File: config.mk
export PLATFORM = sky130hd
export DESIGN_NAME = mem_port_arbiter
export DESIGN_NICKNAME = d
export VERILOG_FILES = /design/src/rtl/mem_port_arbiter.sv
export SDC_FILE = /design/constraint.sdc
export NUM_CORES = 1
export LEC_CHECK = 0
export CAP_MARGIN = 10
export CORE_AREA = 2 2 108 110
export CTS_BUF_LIST = sky130_fd_sc_hd__clkbuf_8
export DETAILED_ROUTE_END_ITERATION = 8
export DIE_AREA = 0 0 110 112
export DONT_BUFFER_PORTS = 1
export GPL_TIMING_DRIVEN = 0
export HOLD_SLACK_MARGIN = 0.05
export PLACE_DENSITY_LB_ADDON = 0.15
export SYNTH_ARGS = -nofsm -noshare
export SYNTH_HDL_FRONTEND = slang
export SYNTH_SLANG_ARGS = --single-unit
File: constraint.sdc
create_clock -name clk -period 5.47 [get_ports clk]
set_clock_uncertainty 0.15 [all_clocks]
set_input_delay 1.3675 -clock clk [delete_from_list [all_inputs] [get_ports clk]]
set_output_delay 1.3675 -clock clk [all_outputs]
set_load 0.1 [all_outputs]
File: src/rtl/mem_port_arbiter.sv
// mem_port_arbiter: one shared memory port, two requesters.
// The IF stage fetches and the MEM stage loads/stores. MEM has priority.
// A starvation counter forces a fetch after IF_STARVE_MAX consecutive MEM
// grants made while a fetch was waiting.
//
// Handshake semantics (requester side and bus side):
//   A requester raises *_req with its fields and keeps both stable until it
//   sees the matching one-cycle *_ack pulse. IF may also abandon its request
//   with if_cancel. The arbiter samples requests only in IDLE. On grant it
//   latches the fields into bus_* registers and holds bus_req high, with the
//   fields frozen, until the one-cycle bus_ack. bus_ack may arrive in the
//   first bus_req cycle. IDLE is always re-entered for one cycle between
//   transactions.
module mem_port_arbiter #(
  parameter int unsigned IF_STARVE_MAX = 4
) (
  input  logic        clk,
  input  logic        rst,
  // instruction fetch port
  input  logic        if_req,
  input  logic [31:0] if_addr,
  input  logic        if_cancel,
  output logic        if_ack,
  output logic [31:0] if_rdata,
  output logic        if_stall,
  // load/store port
  input  logic        mem_req,
  input  logic        mem_wr,
  input  logic [31:0] mem_addr,
  input  logic [1:0]  mem_size,
  input  logic [31:0] mem_wdata,
  output logic        mem_ack,
  output logic [31:0] mem_rdata,
  output logic        mem_stall,
  // shared memory bus
  output logic        bus_req,
  output logic        bus_wr,
  output logic [31:0] bus_addr,
  output logic [1:0]  bus_size,
  output logic [31:0] bus_wdata,
  input  logic        bus_ack,
  input  logic [31:0] bus_rdata,
  // debug visibility of internal state
  output logic [1:0]  dbg_state_o,
  output logic [3:0]  dbg_starve_cnt_o
);

  typedef enum logic [1:0] {
    IDLE     = 2'd0,
    BUSY_IF  = 2'd1,
    BUSY_MEM = 2'd2,
    DRAIN_IF = 2'd3
  } state_e;

  localparam logic [3:0] STARVE_MAX = 4'(IF_STARVE_MAX);
  localparam logic [1:0] SIZE_WORD  = 2'b10;

  state_e      state_q, state_d;
  logic [3:0]  starve_cnt_q, starve_cnt_d;
  logic        bus_req_q, bus_req_d;
  logic        bus_wr_q, bus_wr_d;
  logic [31:0] bus_addr_q, bus_addr_d;
  logic [1:0]  bus_size_q, bus_size_d;
  logic [31:0] bus_wdata_q, bus_wdata_d;

  logic        if_pend;

  // A fetch only competes for the port when it has not been cancelled.
  assign if_pend = if_req & ~if_cancel;

  // State, counter and bus field registers; reset abandons any transaction.
  always_ff @(posedge clk or posedge rst) begin
    if (rst) begin
      state_q      <= IDLE;
      starve_cnt_q <= 4'd0;
      bus_req_q    <= 1'b0;
      bus_wr_q     <= 1'b0;
      bus_addr_q   <= 32'd0;
      bus_size_q   <= 2'b00;
      bus_wdata_q  <= 32'd0;
    end else begin
      state_q      <= state_d;
      starve_cnt_q <= starve_cnt_d;
      bus_req_q    <= bus_req_d;
      bus_wr_q     <= bus_wr_d;
      bus_addr_q   <= bus_addr_d;
      bus_size_q   <= bus_size_d;
      bus_wdata_q  <= bus_wdata_d;
    end
  end

  // Arbitration, grant latching, completion and starvation bookkeeping.
  always_comb begin
    state_d      = state_q;
    starve_cnt_d = starve_cnt_q;
    bus_req_d    = bus_req_q;
    bus_wr_d     = bus_wr_q;
    bus_addr_d   = bus_addr_q;
    bus_size_d   = bus_size_q;
    bus_wdata_d  = bus_wdata_q;

    case (state_q)
      IDLE: begin
        if (if_pend && (starve_cnt_q == STARVE_MAX)) begin
          // fetch has waited long enough: it goes ahead of MEM
          state_d      = BUSY_IF;
          bus_req_d    = 1'b1;
          bus_wr_d     = 1'b0;
          bus_addr_d   = if_addr;
          bus_size_d   = SIZE_WORD;
          bus_wdata_d  = 32'd0;
          starve_cnt_d = 4'd0;
        end else if (mem_req) begin
          state_d     = BUSY_MEM;
          bus_req_d   = 1'b1;
          bus_wr_d    = mem_wr;
          bus_addr_d  = mem_addr;
          bus_size_d  = mem_size;
          bus_wdata_d = mem_wdata;
          if (if_pend && (starve_cnt_q != 4'hF)) begin
            starve_cnt_d = starve_cnt_q + 4'd1;
          end
        end else if (if_pend) begin
          state_d      = BUSY_IF;
          bus_req_d    = 1'b1;
          bus_wr_d     = 1'b0;
          bus_addr_d   = if_addr;
          bus_size_d   = SIZE_WORD;
          bus_wdata_d  = 32'd0;
          starve_cnt_d = 4'd0;
        end
      end
      BUSY_IF: begin
        if (bus_ack) begin
          // with if_cancel also high the data is simply dropped
          state_d   = IDLE;
          bus_req_d = 1'b0;
        end else if (if_cancel) begin
          // memory still owes us an ack; wait it out without reporting it
          state_d = DRAIN_IF;
        end
      end
      BUSY_MEM: begin
        if (bus_ack) begin
          state_d   = IDLE;
          bus_req_d = 1'b0;
        end
      end
      DRAIN_IF: begin
        if (bus_ack) begin
          state_d   = IDLE;
          bus_req_d = 1'b0;
        end
      end
      default: begin
        state_d   = IDLE;
        bus_req_d = 1'b0;
      end
    endcase

    // a fetch that is no longer requested has nothing to be starved of
    if (!if_req) begin
      starve_cnt_d = 4'd0;
    end
  end

  // Requester-side acks and data are combinational views of the bus response.
  assign if_ack    = (state_q == BUSY_IF) & bus_ack & ~if_cancel;
  assign mem_ack   = (state_q == BUSY_MEM) & bus_ack;
  assign if_rdata  = if_ack  ? bus_rdata : 32'd0;
  assign mem_rdata = mem_ack ? bus_rdata : 32'd0;
  assign if_stall  = if_req  & ~if_ack;
  assign mem_stall = mem_req & ~mem_ack;

  assign bus_req   = bus_req_q;
  assign bus_wr    = bus_wr_q;
  assign bus_addr  = bus_addr_q;
  assign bus_size  = bus_size_q;
  assign bus_wdata = bus_wdata_q;

  assign dbg_state_o      = state_q;
  assign dbg_starve_cnt_o = starve_cnt_q;

endmodule
==> results.toml <==
[cells_and_area]
fillers = 1143
nets = 565
diodes = 0
seq_area_um2 = 1850
syn2layout_area_growth_pct = 12.8
layout-drive-gt1-share = 0.107
multiInputGateArea_um2 = 1730

[logic_synthesis]
synthCells = 412
synth_flop_cell = "dfrtp_1"
synth_edf_count = 0
synth_area_leaders = "dfrtp_1 49%, and2_1 11%, mux2i_1 8.5%"
yosys_warnings = 0
syn_nets = 551
ys_ff_latch = 74
netlist.area_leader.share = 0.493
ys_seq_area_frac = 0.493
synth_area_per_cell_um2 = 9.12
synth_top_area_cell = "dfrtp_1"
synthesis.area_um2 = 3760
ys_async_sr_fraction = 1.00
synth.distinct_cells = 34

[floorplanning]
row_count = 39
ios = 279
core-area_um2 = 11200
die-area_um2 = 12300
start_util = 0.336
fp.dieW_um = 110
die_h_um = 112

[setup_path]
crit_path_end_kind = "output port"
slowest_stage = "and2_1"
startpoint_type = "input pin"
path_class = "in2out"
critPathLaunch = "if_cancel"
critPathRequiredTime_ns = 3.95
cpMostUsedCell = "buf_2"
path_cells = "buf_2 -> nor4b_2 -> buf_2 -> and2_1"
max_stage_delay_ns = 0.87
r2r-start = "dbg_starve_cnt_o[0]"
crit_fanout = 10
crit_arrival_ns = 3.60

[run_status]
outcome = "finished clean"

[routing]
routed_wl_um = 10700
drt_iter0_markers = 127
postRouteAntennaNets = 0
drc = 0
wl_per_cell_um = 18.7
dr.pass1.iters = 4
post_drt_via_cell_ratio = 5.21
vias = 2989

[clocking]
clk_latency_ns = 0.34
clk_pin_slew_ns = 0.08
cts_tree = "built"
cts_resized = 0
cts_root_buf = "clkbuf_8"
htree_levels = 3
cts.hold.buffers_added = 0
clk_path_buf_depth = 2
clock_sinks = 74
numCtsBuffers = 9
postCtsSetupBuffers = 0

[sta]
relSlewSlack = 0.287
setup_violations = 0
rsz0062_at_grt = "no"
fin_tns_setup_ns = 0
min_period_ns = 5.11
fmax_mhz = 196
worstMarginPinSlew_ns = 1.06
timing.hold.ws_ns = 0.759
hold_viol_final = 0
slew_violations = 0
fin_crit_sh = 0.935

[global_routing]
grt_max_degree = 41
grt_pass1_vias = 2972
grt_pass1_wl_um = 15800
track_usage = 0.169
overflow = 0
grt_antenna_before_repair = 0

[placed_design]
io_buffers = 0
hpwlAfterDp_um = 8260
place_congestion = 0.826

[pwr]
p_per_area_nw_per_um2 = 697
leakage_nw = 1.91
ir_worst_vdd_v = 0.000318

[job]
maxCapViolations = 0

[hold_path]
hold_path_class = "in2async"
[synthesized netlist by cell type (2+ instances only)]
master,n
clkbuf_1,10
inv_1,7
o21ai_1,11
a21oi_1,37
buf_8,2
a31oi_1,2
dfrtp_1,74
o21ai_0,26
mux2i_1,32
and2_1,64
nand2_1,71
buf_2,16
nor2b_1,4
o21ai_2,2
nor2_1,34
ha_1,2
[registers in the layout, summed over array words and instances, names as in the netlist]
| signal | cells |
|---|---|
| bus_addr | 32 |
| bus_wdata | 32 |
| dbg_starve_cnt_o | 4 |
| bus_size | 2 |
| dbg_state_o | 2 |
| bus_req | 1 |
| bus_wr | 1 |
[cell type report]
| class | count | share of cell area |
|---|---|---|
| Sequential cell | 74 | 0.437 |
| Multi-Input combinational cell | 302 | 0.407 |
| Tap cell | 143 | 0.0422 |
| Buffer | 29 | 0.0375 |
| Clock buffer | 9 | 0.0292 |
| Clock inverter | 7 | 0.0280 |
| Timing Repair Buffer | 3 | 0.0121 |
| Inverter | 7 | 0.00679 |
[final timing paths]
check | endpoint | slack, ns | cells past startpoint
worst min register to register | bus_wdata[26] | 0.84 | 2
worst max-delay path | if_rdata[26] | 0.36 | 4
worst min-delay path | bus_addr[2] | 0.76 | 1
min in group clk | bus_wdata[26] | 0.84 | 2
worst max register to register | bus_addr[29] | 2.75 | 8
max in group asynchronous | bus_wdata[30] | 3.85 | 2
[placed cells by master, fill, tap and decap left out, types with 2 or more instances in the layout]
master,count
dfrtp_1,74
nand2_1,71
and2_1,64
a21oi_1,37
nor2_1,34
mux2i_1,32
o21ai_0,26
buf_2,16
o21ai_1,11
clkbuf_1,10
clkbuf_8,9
inv_1,7
bufinv_16,3
nor2b_1,2
o21ai_2,2
buf_8,2
a31oi_1,2
nor2b_2,2
ha_1,2
clkinv_4,2
[cell families (layout without fill, tap and decap cells)]
| kind of cell | count (synthesis) | in the layout | share of synthesized area |
|---|---|---|---|
| simple gates | 181 | 181 | 0.239 |
| compound gates | 87 | 87 | 0.127 |
| flops | 74 | 74 | 0.493 |
| buf+inv | 36 | 55 | 0.0493 |
| mux | 32 | 32 | 0.0852 |
| fa+ha+maj | 2 | 2 | 0.00666 |
[worst max-delay path: cells and delay by family]
kind                   cells  cell delay [ns]
buffers and inverters      2             0.77
and+or+nand+nor            2             1.45
[power by group]
part           total (mW)  internal, mW  switching (mW)
Clock               0.522         0.303           0.219
Sequential           1.93         0.670            1.26
Combinational       0.509         0.129           0.379
Total                2.96          1.10            1.85
[metal layers]
metal | share of wire | routed length, µm | vias up | global-route usage
li1 | - | - | 1392 | -
met1 | 0.43 | 4590 | 1453 | 0.219
met2 | 0.47 | 5010 | 135 | 0.258
met3 | 0.096 | 1030 | 9 | 0.0673
met4 | 0.0084 | 90 | 0 | 0.0473
met5 | 0 | 0 | - | 0
[through the flow]
stage / std cells / cell area (µm²) / setup WS (ns) / utilization / power (mW)
finish: 574 / 4240 / 0.357 / 0.379 / 2.96
global route: 574 / 4240 / 0.264 / 0.379 / 3.07
CTS: 574 / 4240 / 0.326 / 0.379 / 2.98
detailed placement: 558 / 4000 / 0.329 / 0.358 / 2.46
global placement: 555 / 3940 / 0.168 / 0.352 / 2.44
floorplan: 412 / 3760 / 0.378 / - / 2.33
(Power assumes the default switching activity.)
